[config.mk]
export PLATFORM = sky130hd
export DESIGN_NAME = bcd_sign_encoder
export DESIGN_NICKNAME = d
export VERILOG_FILES = /design/src/rtl/bcd_sign_encoder.sv
export SDC_FILE = /design/constraint.sdc
export NUM_CORES = 1
export LEC_CHECK = 0
export ABC_CLOCK_PERIOD_IN_PS = 1700
export CAP_MARGIN = 20
export CORE_UTILIZATION = 54
export DETAILED_ROUTE_END_ITERATION = 12
export PLACE_DENSITY = 0.79
export SKIP_CTS_REPAIR_TIMING = 1
export SYNTH_ARGS = -nofsm -noshare
export SYNTH_HDL_FRONTEND = slang
export SYNTH_SLANG_ARGS = --single-unit
[constraint.sdc]
create_clock -name clk -period 1.7 [get_ports clk]
set_input_delay 0.34 -clock clk [delete_from_list [all_inputs] [get_ports clk]]
set_output_delay 0.34 -clock clk [all_outputs]
set_load 0.1 [all_outputs]
[src/rtl/bcd_sign_encoder.sv]
// Shift-add-3 binary-to-BCD converter driving eight 7-seg digit codes.
// Optional BCD_OVF_ERR_EN: overflow shows "000000EE" instead of saturating to 99999999.
module bcd_sign_encoder #(
  parameter int WIDTH = 27
) (
  input  logic             clk,
  input  logic             rst,
  input  logic             start,
  input  logic [WIDTH-1:0] value,
  output logic             busy,
  output logic             done,
  output logic             en,
  output logic [3:0]       sign7,
  output logic [3:0]       sign6,
  output logic [3:0]       sign5,
  output logic [3:0]       sign4,
  output logic [3:0]       sign3,
  output logic [3:0]       sign2,
  output logic [3:0]       sign1,
  output logic [3:0]       sign0
);

  typedef enum logic [1:0] {
    IDLE,
    CONV,
    LOAD
  } state_t;

  localparam logic [26:0] MAX_DEC = 27'd99999999;
  localparam logic [4:0]  LAST    = 5'(WIDTH - 1);

`ifdef BCD_OVF_ERR_EN
  localparam logic [31:0] OVF_CODE = 32'h0000_00EE;
`else
  localparam logic [31:0] OVF_CODE = 32'h9999_9999;
`endif

  state_t           state_q, state_d;
  logic [WIDTH-1:0] shadow_q, shadow_d;
  logic [31:0]      bcd_q, bcd_d;
  logic [31:0]      bcd_adj;
  logic [4:0]       cnt_q, cnt_d;
  logic             ovf_q, ovf_d;
  logic [31:0]      sign_q, sign_d;
  logic             en_q, en_d;
  logic             done_q, done_d;
  logic [26:0]      value_ext;

  assign value_ext = 27'(value);

  always_comb begin
    state_d  = state_q;
    shadow_d = shadow_q;
    bcd_d    = bcd_q;
    cnt_d    = cnt_q;
    ovf_d    = ovf_q;
    sign_d   = sign_q;
    en_d     = en_q;
    done_d   = 1'b0;
    bcd_adj  = bcd_q;

    for (int i = 0; i < 8; i++) begin
      if (bcd_adj[i*4 +: 4] >= 4'd5) begin
        bcd_adj[i*4 +: 4] = bcd_adj[i*4 +: 4] + 4'd3;
      end
    end

    unique case (state_q)
      IDLE: begin
        if (start) begin
          shadow_d = value;
          bcd_d    = '0;
          cnt_d    = '0;
          ovf_d    = value_ext > MAX_DEC;
          state_d  = CONV;
        end
      end
      CONV: begin
        // Adjusted BCD and shadow shift as one register; BCD MSB falls off.
        {bcd_d, shadow_d} = {bcd_adj, shadow_q} << 1;
        cnt_d = cnt_q + 5'd1;
        if (cnt_q == LAST) begin
          state_d = LOAD;
        end
      end
      LOAD: begin
        sign_d  = ovf_q ? OVF_CODE : bcd_q;
        en_d    = 1'b1;
        done_d  = 1'b1;
        state_d = IDLE;
      end
      default: begin
        state_d = IDLE;
      end
    endcase
  end

  always_ff @(posedge clk) begin
    if (!rst) begin
      state_q  <= IDLE;
      shadow_q <= '0;
      bcd_q    <= '0;
      cnt_q    <= '0;
      ovf_q    <= 1'b0;
      sign_q   <= '0;
      en_q     <= 1'b0;
      done_q   <= 1'b0;
    end else begin
      state_q  <= state_d;
      shadow_q <= shadow_d;
      bcd_q    <= bcd_d;
      cnt_q    <= cnt_d;
      ovf_q    <= ovf_d;
      sign_q   <= sign_d;
      en_q     <= en_d;
      done_q   <= done_d;
    end
  end

  assign busy  = state_q != IDLE;
  assign done  = done_q;
  assign en    = en_q;
  assign sign7 = sign_q[31:28];
  assign sign6 = sign_q[27:24];
  assign sign5 = sign_q[23:20];
  assign sign4 = sign_q[19:16];
  assign sign3 = sign_q[15:12];
  assign sign2 = sign_q[11:8];
  assign sign1 = sign_q[7:4];
  assign sign0 = sign_q[3:0];

endmodule
After elaboration in Yosys (flattened, before gate mapping) --
Cells that the tools add are included. Widths: inputs -> output; s select.
Cells by class: $add $sub $neg 9, $lt $le $gt $ge 9, equal/unequal tests 5, muxes and demuxes 19, reduce and logical (&&, ||, !) cells 6
Operator list (number):
- $mux 32 | 2
- $pmux 32 s2 | 1
- $pmux 27 s2 | 1
- $ge 4x3->1 const B | 8
- $add 4x2->4 const B | 7
- $mux 4 | 7
- $gt 27x27->1 const B | 1
- $mux 27 | 1
- $pmux 5 s2 | 1
- $reduce_and 2->1 | 3
- $add 5x1->5 const B | 1
- $eq 5x5->1 const B | 1
- $mux 5 | 1
- $mux 2 | 2
- $ne 2x2->1 const B | 2
- $pmux 2 s2 | 1
- $reduce_bool 2->1 | 2
- $add 3x2->3 const B | 1
- $mux 3 | 1
- $eq 2x1->1 const B | 1
- $eq 2x2->1 const B | 1
- $logic_not 2->1 | 1
- $mux 1 | 1
Word-level totals: bits in registers 101, output and inout port bits 35, logic and storage cells 56

Logic depth before layout (Yosys ltp) --
Gate-level depths: netlist (run 1).
depth in word-level cells 3, depth in mapped cells 7, gate-level depth less buffers 6

Worst setup path after synthesis (run 1) --
No wires, ideal clock.
path kind reg2reg, start point register bcd_q[9], end point register bcd_q[10], setup time 0.070 ns, data arrival time 1.388 ns, slack 0.241 ns, stages on the path, launching flop included 7, path buffers 0, path through dfxtp_1 -> inv_1 -> ha_1 -> nand2b_1 -> a21oi_1 -> mux2_2 -> o2bb2ai_1
On the way: cells in the longest elaborated chain, start to end 3, elaborated cells between the ends (all ways) 4, classes of those cells 1 x add/sub; 1 x order compare; 2 x mux
RTL lines:
- start: declaration | RTL line 40 | logic [31:0] bcd_q, bcd_d;
- start signal: assignment | RTL line 102 | bcd_q <= '0;
- start signal: assignment | RTL line 111 | bcd_q <= bcd_d;
- $add 4x2->4 or $ge 4x3->1 (tied branches) | RTL line 64, 63
- $mux 4 * | RTL line 63 | if (bcd_adj[i*4 +: 4] >= 4'd5) begin
- $pmux 32 s2 * | RTL line 68 | unique case (state_q)
Every way passes the cells marked *; elsewhere a longest branch is shown, timed or not. A chain may end at the register's enable or synchronous reset.

Worst setup path after layout (run 1) --
start point register bcd_q[1], end point register bcd_q[2]
Same word-level chain as after synthesis.

==> flow_metrics.env, run 1 <==
export IMPL_met3_length_um=564
export IMPL_status="finished, final reports clean"
export IMPL_grt_pass1_vias=3623
export IMPL_fin_crit_ps=1587
export IMPL_antenna_found_initial=0
export IMPL_met2_length_um=4761
export IMPL_area_growth_synth_to_final_pct=29.52
export IMPL_place_area_um2=5623
export IMPL_gr_total_overflow=0
export IMPL_yosysWarnings=0
export IMPL_grt_setup_unrepaired="false"
export IMPL_worstSkewPairLatency_ps=360
export IMPL_path_clk_slew_ps=90
export IMPL_drt_vias_per_instance=5.753
export IMPL_synth_compound_area_share_pct=22.14
export IMPL_cp_top_family="flip-flops"
export IMPL_cts_tree="yes"
export IMPL_die_x_um=93.38
export IMPL_worst_pin_slew_ps=730.3
export IMPL_path_buf_inv=1
export IMPL_core_um2=7888
export IMPL_worstPathMaxFanout=4
export IMPL_p_int_mw=3.457
export IMPL_yosys_area_share_simple_pct=17.29
export IMPL_syn_instance_count=488
export IMPL_die_area_um2=8720
export IMPL_antenna_cells=0
export IMPL_initial_core_util_pct=57.17
export IMPL_fin_crit_sh_pct=93.38
export IMPL_grt_max_degree=38
export IMPL_setup_viol=0
export IMPL_p_leak_nw=2.327
export IMPL_p_comb_share_pct=10.0
export IMPL_synthXorXnorAreaFrac_pct=3.108
export IMPL_place_hpwl_um=7134
export IMPL_cts_max_level=3
export IMPL_hp_class="input pin to flip-flop"
export IMPL_post_drt_wl_per_cell_um=15.42
export IMPL_slowest_stage="dfxtp_1"
export IMPL_synthAdderAreaFrac_pct=4.994
export IMPL_grt_usage_pct=25.03
export IMPL_p_per_area_nw_per_um2=779.6
export IMPL_fmax_mhz=630.0
export IMPL_maxUsedRoutingLayer="met4"
export IMPL_drc=0
export IMPL_via_count=3797
export IMPL_layout_common_cells="dfxtp_1, nor2_1, buf_12"
export IMPL_fp_dieH_um=93.38
export IMPL_io_pins=65
export IMPL_placed_cells=644
export IMPL_drtIter0Drc=238
export IMPL_wl_um=10180
export IMPL_p_clk_share_pct=35.6
export IMPL_cp_start_kind="flip-flop"
export IMPL_cp_slowest_stage_delay_ps=400
export IMPL_layout_cells_non_filler=660
export IMPL_design_area_um2=5841
export IMPL_max_clock_path_buffers=2
export IMPL_crit_chain="inv_1, ha_1, nand2b_1, a21oi_1, mux2_2, o2bb2ai_1"
export IMPL_cts_sinks=101
export IMPL_grt_pass1_wl_um=17370
export IMPL_syn_avg_cell_area_um2=9.240
export IMPL_finClkSkew_ps=8.504
export IMPL_power_share_sequential_pct=54.4
export IMPL_core_rowCount=32
export IMPL_fill_cells=558
export IMPL_path_class="flip-flop to flip-flop"
export IMPL_relSlewSlack_pct=51.26
export IMPL_io_buffer_count=64
export IMPL_p_sw_mw=1.096
export IMPL_syn_area_um2=4509
export IMPL_cap_violations=0
export IMPL_fin_nets=601
export IMPL_synth_top_family_by_area="compound AO/OA/AOI/OAI gates"
export IMPL_routabilityCongestion=0.7922
export IMPL_cts_buffers=9
export IMPL_drive_above_1_share_pct=17.03
export IMPL_netSwitchingFraction_pct=24.08
export IMPL_drv_slew=0
export IMPL_required_ps=1990
export IMPL_yosys_cell_types_count=42
export IMPL_ant_nets=0
export IMPL_synth_nets=536
export IMPL_synth_seq_area_share_pct=44.84
export IMPL_firstDrtPassIters=4
export IMPL_crit_path_end_kind="flip-flop"
export IMPL_synth_area_mux_share_pct=1.998
export IMPL_peakVddDrop_mv=0.5507
export IMPL_hold_violations=0
export IMPL_cts_root_buf="clkbuf_8"
export IMPL_wl_met1_um=4707
export IMPL_final_common_cell="dfxtp_1"
export IMPL_worst_ep_arrival_time_ps=1870
export IMPL_synth_seq_cells=101
[Yosys cell counts (all sizes together)]
cell type | n | area (µm²)
a21boi | 14 | 105.1
a21oi | 12 | 60.06
a221oi | 1 | 8.760
a22o | 16 | 140.1
a22oi | 4 | 30.03
and2 | 2 | 15.02
and3 | 1 | 6.260
buf | 21 | 137.6
clkbuf | 14 | 52.55
dfxtp | 101 | 2022
ha | 18 | 225.2
inv | 17 | 63.81
mux2 | 8 | 90.09
nand2 | 28 | 107.6
nand2b | 9 | 56.30
nand3 | 16 | 80.08
nand4 | 2 | 12.51
nand4b | 3 | 26.28
nor2 | 68 | 262.8
nor2b | 6 | 50.05
nor3 | 24 | 120.1
nor3b | 1 | 12.51
nor4 | 1 | 6.260
nor4b | 1 | 8.760
o211a | 16 | 160.2
o21a | 9 | 67.56
o21ai | 19 | 95.09
o221ai | 21 | 183.9
o2bb2ai | 16 | 140.1
o31ai | 1 | 7.510
or2 | 1 | 6.260
or3b | 1 | 8.760
xnor2 | 8 | 70.07
xor2 | 8 | 70.07
[worst register-to-register path, stage by stage (launching register included)]
cell	delay [ps]
dfxtp_1	400
inv_1	90
ha_1	180
nand2b_1	140
a21oi_1	220
mux2_2	370
o2bb2ai_1	120
[power by group through the flow]
stage,Sequential [mW],Combinational (mW),Clock (mW)
floorplan,2.52,0.286,0
global placement,2.53,0.432,0
detailed placement,2.53,0.449,0
CTS,2.48,0.450,1.63
global route,2.49,0.500,1.74
finish,2.48,0.453,1.62
[kinds of logic (layout without fill, tap and decap cells)]
family	count (synthesis)	count (layout)
compound gates	129	129
flops	101	101
xor+xnor	16	16
buf+inv	52	122
fa+ha+maj	18	18
mux	8	8
simple gates	164	164
[sequential cells by signal, summed over array words and instances, names as in the netlist]
signal,cells
state_q,2
done,1
en,1
sign_q,32
cnt_q,5
bcd_q,32
shadow_q,27
ovf_q,1
[worst paths after layout]
| kind | slack [ps] | end | cells after the start | startpoint |
|---|---|---|---|---|
| worst max-delay path | 110 | bcd_q[2] | 6 | bcd_q[1] |
| worst min-delay path | 300 | bcd_q[0] | 2 | rst |
| worst max register to register | 110 | bcd_q[2] | 6 | bcd_q[1] |
| worst min register to register | 470 | shadow_q[3] | 2 | shadow_q[3] |
[layer usage]
metal  GRT usage [%]  up-vias
li1                -     1864
met5               0        -
met4           6.410        0
met3           5.610       14
met2           40.38      122
met1           33.83     1797
[stage by stage]
step	total power [mW]	TNS [ps]	utilization (%)	setup slack, ps	hold WS, ps
final	4.553	0	74.05	112.6	298.1
after detailed placement	2.980	-7830	71.29	-198.4	464.6
after CTS	4.558	0	73.92	106.1	298.0
after global routing	4.730	0	74.05	27.26	282.4
after global placement	2.959	-5643	71.29	-130.5	449.4
after floorplan	2.804	0	-	241.5	434.9
[area by class of cell]
cell class,instances,area (µm²),area share [%]
tap,102,127.6,2.185
sequential,101,2023,34.64
timing repair buffer,89,1174,20.09
clock inverter,4,72.57,1.243
inverter,17,63.81,1.093
multi-input combinational,335,2245,38.43
clock buffer,12,135.1,2.314
(Power assumes the default switching activity.)
==> run 2: changes to the inputs <==
ABC_CLOCK_PERIOD_IN_PS = 1900   (was 1700)
CORE_UTILIZATION = 58   (was 54)
PLACE_DENSITY = 0.83   (was 0.79)
RECOVER_POWER = 25   (was default)
clock period = 1.9 ns   (was 1.7 ns; I/O delays follow)
==> flow_metrics.env, run 2 (same netlist as run 1, synthesis figures left out) <==
export IMPL_reg_top3="bcd_q: 32 flops, sign_q: 32 flops, shadow_q: 27 flops"
export IMPL_ant_nets=0
export IMPL_final_common_cell="dfxtp_1"
export IMPL_grt_setup_unrepaired="false"
export IMPL_worstPathMaxFanout=4
export IMPL_placed_cells=630
export IMPL_io_pins=65
export IMPL_cts_tree="yes"
export IMPL_fin_tns_setup_ps=0
export IMPL_dp_slack_ps=-46.33
export IMPL_grt_pass1_wl_um=17630
export IMPL_wl_um=10390
export IMPL_path_class="flip-flop to flip-flop"
export IMPL_cts_buffers=9
export IMPL_cap_violations=0
export IMPL_cp_start_kind="flip-flop"
export IMPL_core_rowCount=31
export IMPL_crit_path_end_kind="flip-flop"
export IMPL_layout_cells_non_filler=646
export IMPL_grt_usage_pct=26.59
export IMPL_drc=0
export IMPL_gr_total_overflow=0
export IMPL_path_clk_slew_ps=90
export IMPL_cts_sinks=101
export IMPL_fin_crit_ps=1749
export IMPL_hp_class="input pin to flip-flop"
export IMPL_setup_slack_ps=150.6
export IMPL_design_area_um2=5234
export IMPL_layout_common_cells="dfxtp_1, nor2_1, clkbuf_2"
export IMPL_drive_above_1_share_pct=14.99
export IMPL_p_per_area_nw_per_um2=758.4
export IMPL_die_area_um2=8132
export IMPL_peakVddDrop_mv=0.6457
export IMPL_antenna_cells=0
export IMPL_die_x_um=90.18
export IMPL_fin_nets=590
export IMPL_status="finished, final reports clean"
export IMPL_post_drt_wl_per_cell_um=16.08
export IMPL_place_hpwl_um=7160
export IMPL_firstDrtPassIters=5
export IMPL_worst_ep_arrival_time_ps=2040
export IMPL_fmax_mhz=571.6
export IMPL_worstSkewPairLatency_ps=360
export IMPL_finClkSkew_ps=9.129
export IMPL_core_um2=7370
export IMPL_hold_violations=0
export IMPL_relSlewSlack_pct=45.17
export IMPL_area_growth_synth_to_final_pct=16.07
export IMPL_fp_dieH_um=90.18
export IMPL_via_count=3819
export IMPL_drt_vias_per_instance=5.912
export IMPL_drtIter0Drc=305
export IMPL_grt_pass1_vias=3682
export IMPL_cts_max_level=3
export IMPL_required_ps=2190
export IMPL_hold_ws_ps=380.6
export IMPL_fin_crit_sh_pct=92.07
export IMPL_routabilityCongestion=0.8234
export IMPL_io_buffer_count=64
export IMPL_place_area_um2=5299
export IMPL_initial_core_util_pct=61.19
export IMPL_max_clock_path_buffers=2
export IMPL_setup_viol=0
export IMPL_drv_slew=0
export IMPL_antenna_found_initial=0
export IMPL_worst_pin_slew_ps=821.6
export IMPL_cts_root_buf="clkbuf_8"
export IMPL_p_leak_nw=2.160
export IMPL_grt_max_degree=34
[run 2: cell count changes in the layout (fill, tap and decap cells not counted), sizes merged]
cell	delta
buf	-43
bufinv	-1
clkinv	+1
clkbuf	+32
[run 2: report_power, final]
group | internal (mW) | switching, mW
clock network | 0.642 | 0.702
registers | 2.18 | 0.0413
logic | 0.169 | 0.236
total | 2.99 | 0.980
[run 2: path summary, 6_finish.rpt]
kind / start / end / slack (ps) / depth (start not counted)
setup reg to reg: bcd_q[5] / bcd_q[6] / 150 / 6
setup / recovery: bcd_q[5] / bcd_q[6] / 150 / 6
hold / removal: rst / bcd_q[8] / 380 / 2
hold reg to reg: en / en / 470 / 1
[run 2: final cells by class]
class,instances,area [µm²]
Clock buffer,12,145.1
Clock inverter,4,47.55
Fill cell,577,2136
Inverter,17,63.81
Multi-Input combinational cell,335,2233
Sequential cell,101,2022
Tap cell,99,123.9
Timing Repair Buffer,78,598.1
[run 2: critical path, cell delays in order, from the launching register on]
cell       delay, ps
dfxtp_1          410
inv_1            110
ha_1             200
nand2b_1         150
a21oi_1          330
mux2_2           390
o2bb2ai_1        110
[run 2: per-stage QoR]
stage / total power [mW] / util, %
global route: 4.126 / 71.02
floorplan: 2.509 / -
finish: 3.969 / 71.02
detailed placement: 2.669 / 71.90
global placement: 2.649 / 71.90
CTS: 3.977 / 74.52
[run 2: routing by layer]
| layer | vias to the layer above | part of all wire (%) | global-route usage [%] |
|---|---|---|---|
| met3 | 15 | 5.3 | 5.922 |
| met5 | - | 0 | 0 |
| met2 | 122 | 47 | 44.91 |
| met4 | 0 | 1.0 | 6.855 |
| li1 | 1840 | - | - |
| met1 | 1842 | 47 | 34.31 |
==> run 3: changes to the inputs <==
CAP_MARGIN = default   (was 20)
GPL_TIMING_DRIVEN = 0   (was default)
==> flow_metrics.env, run 3 (same netlist as run 1, synthesis figures left out) <==
export IMPL_antenna_found_initial=0
export IMPL_hp_class="input pin to flip-flop"
export IMPL_cts_tree="yes"
export IMPL_status="finished, final reports clean"
export IMPL_cts_sinks=101
export IMPL_max_clock_path_buffers=2
export IMPL_ant_nets=0
export IMPL_p_per_area_nw_per_um2=761.5
export IMPL_core_rowCount=31
export IMPL_min_from="rst"
export IMPL_drtIter0Drc=234
export IMPL_seq_area_um2=2022
export IMPL_fin_crit_sh_pct=97.31
export IMPL_final_common_cell="dfxtp_1"
export IMPL_place_area_um2=5264
export IMPL_setup_viol=0
export IMPL_area_growth_synth_to_final_pct=22.92
export IMPL_gr_total_overflow=0
export IMPL_die_area_um2=8132
export IMPL_slowest_stage="dlymetal6s2s_1"
export IMPL_crit_path_end_kind="output port"
export IMPL_post_drt_wl_per_cell_um=16.15
export IMPL_p_leak_nw=2.733
export IMPL_cap_violations=0
export IMPL_rr_startpoint="state_q[1]"
export IMPL_path_class="flip-flop to output port"
export IMPL_finalPower_mw=4.221
export IMPL_grt_pass1_vias=3750
export IMPL_fp_dieH_um=90.18
export IMPL_critPathLaunch="sign_q[0]"
export IMPL_grt_max_degree=16
export IMPL_drive_above_1_share_pct=9.700
export IMPL_firstDrtPassIters=7
export IMPL_grt_usage_pct=27.42
export IMPL_die_x_um=90.18
export IMPL_required_ps=1520
export IMPL_wl_um=10760
export IMPL_reg_top3="bcd_q: 32 flops, sign_q: 32 flops, shadow_q: 27 flops"
export IMPL_cts_buffers=9
export IMPL_worst_ep_arrival_time_ps=1470
export IMPL_cp_slowest_stage_delay_ps=760
export IMPL_drc=0
export IMPL_drt_vias_per_instance=5.782
export IMPL_worst_pin_slew_ps=978.9
export IMPL_fin_crit_ps=1849
export IMPL_worstSkewPairLatency_ps=370
export IMPL_finClkSkew_ps=8.185
export IMPL_path_buf_inv=1
export IMPL_relSlewSlack_pct=34.64
export IMPL_fmax_mhz=540.9
export IMPL_multi_input_area_um2=2228
export IMPL_crit_chain="dlymetal6s2s_1"
export IMPL_place_hpwl_um=7583
export IMPL_path_clk_slew_ps=90
export IMPL_drv_slew=0
export IMPL_hold_violations=0
export IMPL_cts_root_buf="clkbuf_8"
export IMPL_via_count=3851
export IMPL_cp_start_kind="flip-flop"
export IMPL_io_pins=65
export IMPL_peakVddDrop_mv=0.4601
export IMPL_grt_pass1_wl_um=17880
export IMPL_io_buffer_count=63
export IMPL_worstPathMaxFanout=2
export IMPL_antenna_cells=0
export IMPL_core_um2=7370
export IMPL_design_area_um2=5543
export IMPL_fill_cells=558
export IMPL_fin_tns_setup_ps=0
export IMPL_cts_max_level=3
export IMPL_initial_core_util_pct=61.19
export IMPL_routabilityCongestion=0.8583
export IMPL_cp_top_family="buffers and inverters"
export IMPL_layout_common_cells="dfxtp_1, nor2_1, dlymetal6s2s_1"
export IMPL_fin_nets=610
## run 3: layout make-up
type,count,area share (%)
buffer,35,3.251
clock buffer,13,3.228
clock inverter,3,1.174
inverter,17,1.151
multi-input combinational,335,40.20
sequential,101,36.48
tap,99,2.235
timing repair buffer,63,12.28
## run 3: worst paths after layout
check	endpoint	slack, ps	cells past startpoint
setup / recovery	sign0[0]	50	1
hold reg to reg	en	460	1
hold / removal	done	390	2
setup reg to reg	sign_q[13]	90	6
## run 3: stage by stage
| stage | instances | worst slack (ps) | utilization (%) | hold slack (ps) |
|---|---|---|---|---|
| floorplan | 488 | 441.5 | - | 434.9 |
| global placement | 650 | -150.6 | 71.43 | 451.4 |
| detailed placement | 650 | -180.6 | 71.43 | 453.0 |
| CTS | 666 | -587.8 | 74.74 | 386.6 |
| global route | 666 | -1.832 | 75.21 | 370.8 |
| finish | 666 | 51.09 | 75.21 | 389.9 |
## run 3: per-layer routing
layer	GRT usage [%]	wire length (µm)
met2	44.66	5006
met1	35.53	5011
met5	0	0
met4	9.005	159
met3	6.937	578
## run 3: power breakdown
part	internal, mW	total, mW	switching [mW]
sequential	2.18	2.22	0.0390
clock	0.884	1.60	0.714
combinational	0.160	0.406	0.245
==> RTL change 1 (config.mk and constraints of run 3) <==
Build with the macro `BCD_OVF_ERR_EN` defined.
--- a/src/rtl/bcd_sign_encoder.sv
+++ b/src/rtl/bcd_sign_encoder.sv
@@ -1,5 +1,7 @@
 // Shift-add-3 binary-to-BCD converter driving eight 7-seg digit codes.
 // Optional BCD_OVF_ERR_EN: overflow shows "000000EE" instead of saturating to 99999999.
+`define BCD_OVF_ERR_EN
+
 module bcd_sign_encoder #(
   parameter int WIDTH = 27
 ) (
Formal check against the unedited RTL: no difference found for any inputs over 10 cycles, from zero or initial values and one cycle with rst low; that may be too few to reach the edited logic, so the function may still have changed.
==> RTL change 1 against run 3 <==
Largest power group unchanged; critical endpoint is now sign1[0]; area after synthesis decreased by 2.5%; count of clock-buffer cells in the layout decreased by 2; sequential cell count unchanged; cell area decreased by 1.9%; highest routed layer unchanged; worst setup slack improved by 2.1 ps; total power decreased by 9.2%; routed wire length decreased by 3.5%; first-iteration DRC count decreased by 21%; clock power decreased by 25%.
==> RTL change 1: results (changes against run 3) <==
Synth area leaders - dfxtp_1 (46%), ha_1 (5.1%), nor3_1 (5.0%) (was dfxtp_1 (45%), nor2_1 (5.4%), ha_1 (5.0%))
Final GP Congestion - 0.813 (was 0.858)
Total GRT Usage - 27.1% (was 27.4%)
Post-Route WL - 10400 microns (was 10800 microns)
Worst IR Drop VDD - 515 uV (was 460 uV)
largest net degree at the start of global routing - 17 (was 16)
vias in the first global route - 3613 (was 3750)
Slowest-stage cell, CP - dlymetal6s2s_1 (unchanged)
Synth Net Count - 532 (was 536)
drt first pass iters - 5 (was 7)
PnR worst setup slack - 53.2 ps (was 51.1 ps)
DPL Wire Length - 7290 microns (was 7580 microns)
worst r2r dst - bcd_q[27] (was sign_q[13])
layout cells sized above 1 - 7.61% (was 9.70%)
CP startpoint - sign_q[4] (was sign_q[0])
post-place setup slack - -660 ps (was -181 ps)
DR vias/cell - 5.89 (was 5.78)
Hold Crit Class - flop to flop (was input port to flop)
sequential element share of the synthesized area - 46.0% (was 44.8%)
count of cell types in the netlist - 40 (was 42)
placed instance count - 646 (was 650)
top cells by count, synth - dfxtp_1 (101), nor3_1 (44), nor2_1 (35), o21ai_0 (35), nand2_1 (32) (was dfxtp_1 (101), nor2_1 (65), nand2_1 (27))
Fin Clk Skew - 17.7 ps (was 8.18 ps)
via count - 3910 (was 3851)
first-pass GRT wire length - 16700 microns (was 17900 microns)
fin nets - 608 (was 610)
DRC violations left - 0 (unchanged)
Pleak - 2.61 nW (was 2.73 nW)
IO buf count - 63 (unchanged)
Post-Syn Instances - 484 (was 488)
Reg2Reg Depth - 5 (was 6)
outcome - finished clean (unchanged)
total power - 3.83 mW (was 4.22 mW)
slew margin rel. - 34.5% (was 34.6%)
DRT iter0 DRCs - 184 (was 234)
Critical Path End - sign1[0] (was sign0[0])
==> RTL change 1: power breakdown <==
| group | internal (mW) | switching, mW | total, mW |
|---|---|---|---|
| Combinational | 0.164 | 0.251 | 0.415 |
| Clock | 0.480 | 0.722 | 1.20 |
| Sequential | 2.18 | 0.0380 | 2.21 |
==> RTL change 1: per-layer routing <==
metal	vias up	part of all wire [%]	GRT usage (%)
met2	116	50	49.0
met1	1900	43	32.8
li1	1881	-	-
met4	0	1.3	7.94
met5	-	0	0
met3	13	5.3	5.36
==> RTL change 1: how the worst min path moves through the flow <==
stage / slack (ps) / depth (start not counted) / startpoint / endpoint
2_1_floorplan: 440 / 2 / shadow_q[4] / shadow_q[4]
3_3_place_gp: 440 / 2 / shadow_q[3] / shadow_q[3]
3_5_place_dp: 450 / 2 / shadow_q[4] / shadow_q[4]
4_1_cts: 460 / 2 / shadow_q[4] / shadow_q[4]
5_1_grt: 490 / 1 / sign_q[22] / sign_q[22]
6_report: 480 / 2 / shadow_q[4] / shadow_q[4]
==> RTL change 1: cells by family after synthesis <==
group                      after synthesis  share of synthesized area (%)
AOI/OAI and AO/OA                      133                           21.8
adders and majority gates               18                           5.12
DFF                                    101                           46.0
xor gates and xnor gates                15                           2.99
muxes                                    8                           2.05
and+or+nand+nor                        156                           17.3
buffers and inverters                   53                           4.75
==> RTL change 1: final cells by class <==
cell class	count	area (sq um)
plain buffers	34	143
clock buffers	11	131
clock inverters	5	37.5
fillers	579	1860
inverters	17	63.8
multi-input cells	330	2170
flip-flops and latches	101	2030
well taps	99	124
repair buffers	67	739
==> RTL change 2 (settings of run 3) <==
Made on the original files. Make the reset (`rst`) asynchronous in one clocked block.
--- a/src/rtl/bcd_sign_encoder.sv
+++ b/src/rtl/bcd_sign_encoder.sv
@@ -95,7 +95,7 @@
     endcase
   end
 
-  always_ff @(posedge clk) begin
+  always_ff @(posedge clk or negedge rst) begin
     if (!rst) begin
       state_q  <= IDLE;
       shadow_q <= '0;
Function: differs if rst is asserted again (counterexample within 4 cycles, from zero or initial values and one cycle with rst low); with rst held inactive, the same outputs for 10 cycles.
==> RTL change 2 against run 3 <==
The flow now finishes with violations (negative setup slack); area after synthesis grew 4.7%; fmax shrank 2.8%; sequential share of layout area grew 7.2 points; core utilization shrank 1.1 points; cell area grew 4.4%; non-clock buffer count shrank 2; sequential cell count is the same; worst setup slack lost 53 ps; routed wire length grew 6.1%.
Power is not compared: it rests on default switching activity, and its combinational part moved more than twofold at a synthesized area within 25%.
==> RTL change 2: results (changes against run 3) <==
worst r2r dst - bcd_q[27] (was sign_q[13])
largest registers - bcd_q x32, sign_q x32, shadow_q x27 (unchanged)
Final setup viols - 1 (was 0)
outcome - finished with violations (was finished clean)
DRT iter0 DRCs - 295 (was 234)
CTS max path bufs - 2 (unchanged)
clock transition at the registers of the reported paths - 100 ps
critical path data arrival time - 1520 ps (was 1470 ps)
drt first pass iters - 4 (was 7)
placed instance count - 637 (was 650)
Routed wire per std cell - 17.5 microns (was 16.2 microns)
Syn Area/Cell - 10.0 sq um (was 9.24 sq um)
largest net degree at the start of global routing - 54 (was 16)
Pleak - 2.84 nW
Post-Route Setup TNS - -2.20 ps (was 0 ps)
Reg2Reg Depth - 5 (was 6)
Final GP Congestion - 0.879 (was 0.858)
failing checks - negative setup slack
H-tree levels - 3 (unchanged)
Total GRT Usage - 29.0% (was 27.4%)
R2R setup slack - 130 ps (was 90 ps)
r2r startpoint - state_q[1] (unchanged)
post-place setup slack - -765 ps (was -181 ps)
sequential element share of the synthesized area - 53.5% (was 44.8%)
worst hold slack - 264 ps (was 390 ps)
first-pass GRT wire length - 18900 microns (was 17900 microns)
clk_lat worst skew - 380 ps
IO buf count - 64 (was 63)
Fin Clk Skew - 10.1 ps (was 8.18 ps)
Slew @ Worst Pin - 1260 ps (was 979 ps)
PnR worst setup slack - -2.20 ps (was 51.1 ps)
Synth warnings - 0 (unchanged)
top cells by count, synth - dfrtp_1 (101), o21ai_0 (69), nand2_1 (68) (was dfxtp_1 (101), nor2_1 (65), nand2_1 (27))
DPL Wire Length - 7820 microns (was 7580 microns)
Synth area leaders - dfrtp_1 (54%), o21ai_0 (7.3%), nand2_1 (5.4%) (was dfxtp_1 (45%), nor2_1 (5.4%), ha_1 (5.0%))
Post-DP Area - 5520 sq um (was 5260 sq um)
Synth Net Count - 518 (was 536)
Hold Crit Class - input port to async pin (was input port to flop)
diode count - 0 (unchanged)
CP max FO - 10 (was 2)
Post-synth ARST share - 100% (was 0%)
layout cells sized above 1 - 9.82% (was 9.70%)
Root Buffer - clkbuf_8 (unchanged)
count of cell types in the netlist - 36 (was 42)
CTS Buf Count - 9 (unchanged)
total of fill cells in the finished design - 545 (was 558)
Post-Route WL - 11400 microns (was 10800 microns)
via count - 3873 (was 3851)
Worst IR Drop VDD - 728 uV
initial antenna violation count - 0 (unchanged)
fin nets - 593 (was 610)
## RTL change 2: cell count changes in the layout (fill, tap and decap cells not counted), sizes merged, moves of 21 or more
cell	before	now
nand2	28	68
nor3	24	1
dfrtp	0	101
o21ai	19	69
nor2	68	20
dfxtp	101	0
o221ai	21	0
## RTL change 2: report_power, final
part / internal, mW / switching [mW]
sequential: 3.04 / 0.647
combinational: 1.86 / 4.21
clock: 0.817 / 0.762
total: 5.72 / 5.62
## RTL change 2: how the worst max path moves through the flow
stage               start            to  slack (ps)  cells past startpoint
2_1_floorplan  state_q[0]          busy         200                      3
3_3_place_gp          rst  shadow_q[12]       -3250                      1
3_5_place_dp   state_q[0]          busy        -770                      4
4_1_cts        state_q[0]          busy       -1180                      4
5_1_grt          bcd_q[9]     bcd_q[10]         -50                      6
6_report       state_q[1]          busy          -2                      3
## RTL change 2: logic make-up after synthesis
family | after synthesis | synth area share [%]
AO/OA/AOI/OAI | 149 | 20.1
AND/OR/NAND/NOR | 129 | 12.6
flip-flops | 101 | 53.5
buffers and inverters | 50 | 4.45
adder cells (fa/ha/maj) | 18 | 4.77
XOR/XNOR | 15 | 2.78
multiplexers | 8 | 1.85
## RTL change 2: final cells by class
cell class                 count  area [sq um]  area share [%]
buffer                        31           145            2.51
clock buffer                  11           151            2.62
clock inverter                 5          82.6            1.43
inverter                      18          67.6            1.17
multi-input combinational    319          1990            34.4
sequential                   101          2530            43.7
tap                          102           128            2.20
timing repair buffer          65           697            12.0
## RTL change 2: worst max-delay path, stage by stage (launching register included)
cell     delay (ps)
dfrtp_1         440
buf_2           210
or2_2           310
buf_6           190
## RTL change 2: metal layers
metal	part of all wire, %	track usage [%]
met5	0	0
met4	2.8	14.5
met3	5.1	3.98
met2	50	46.2
met1	42	39.0
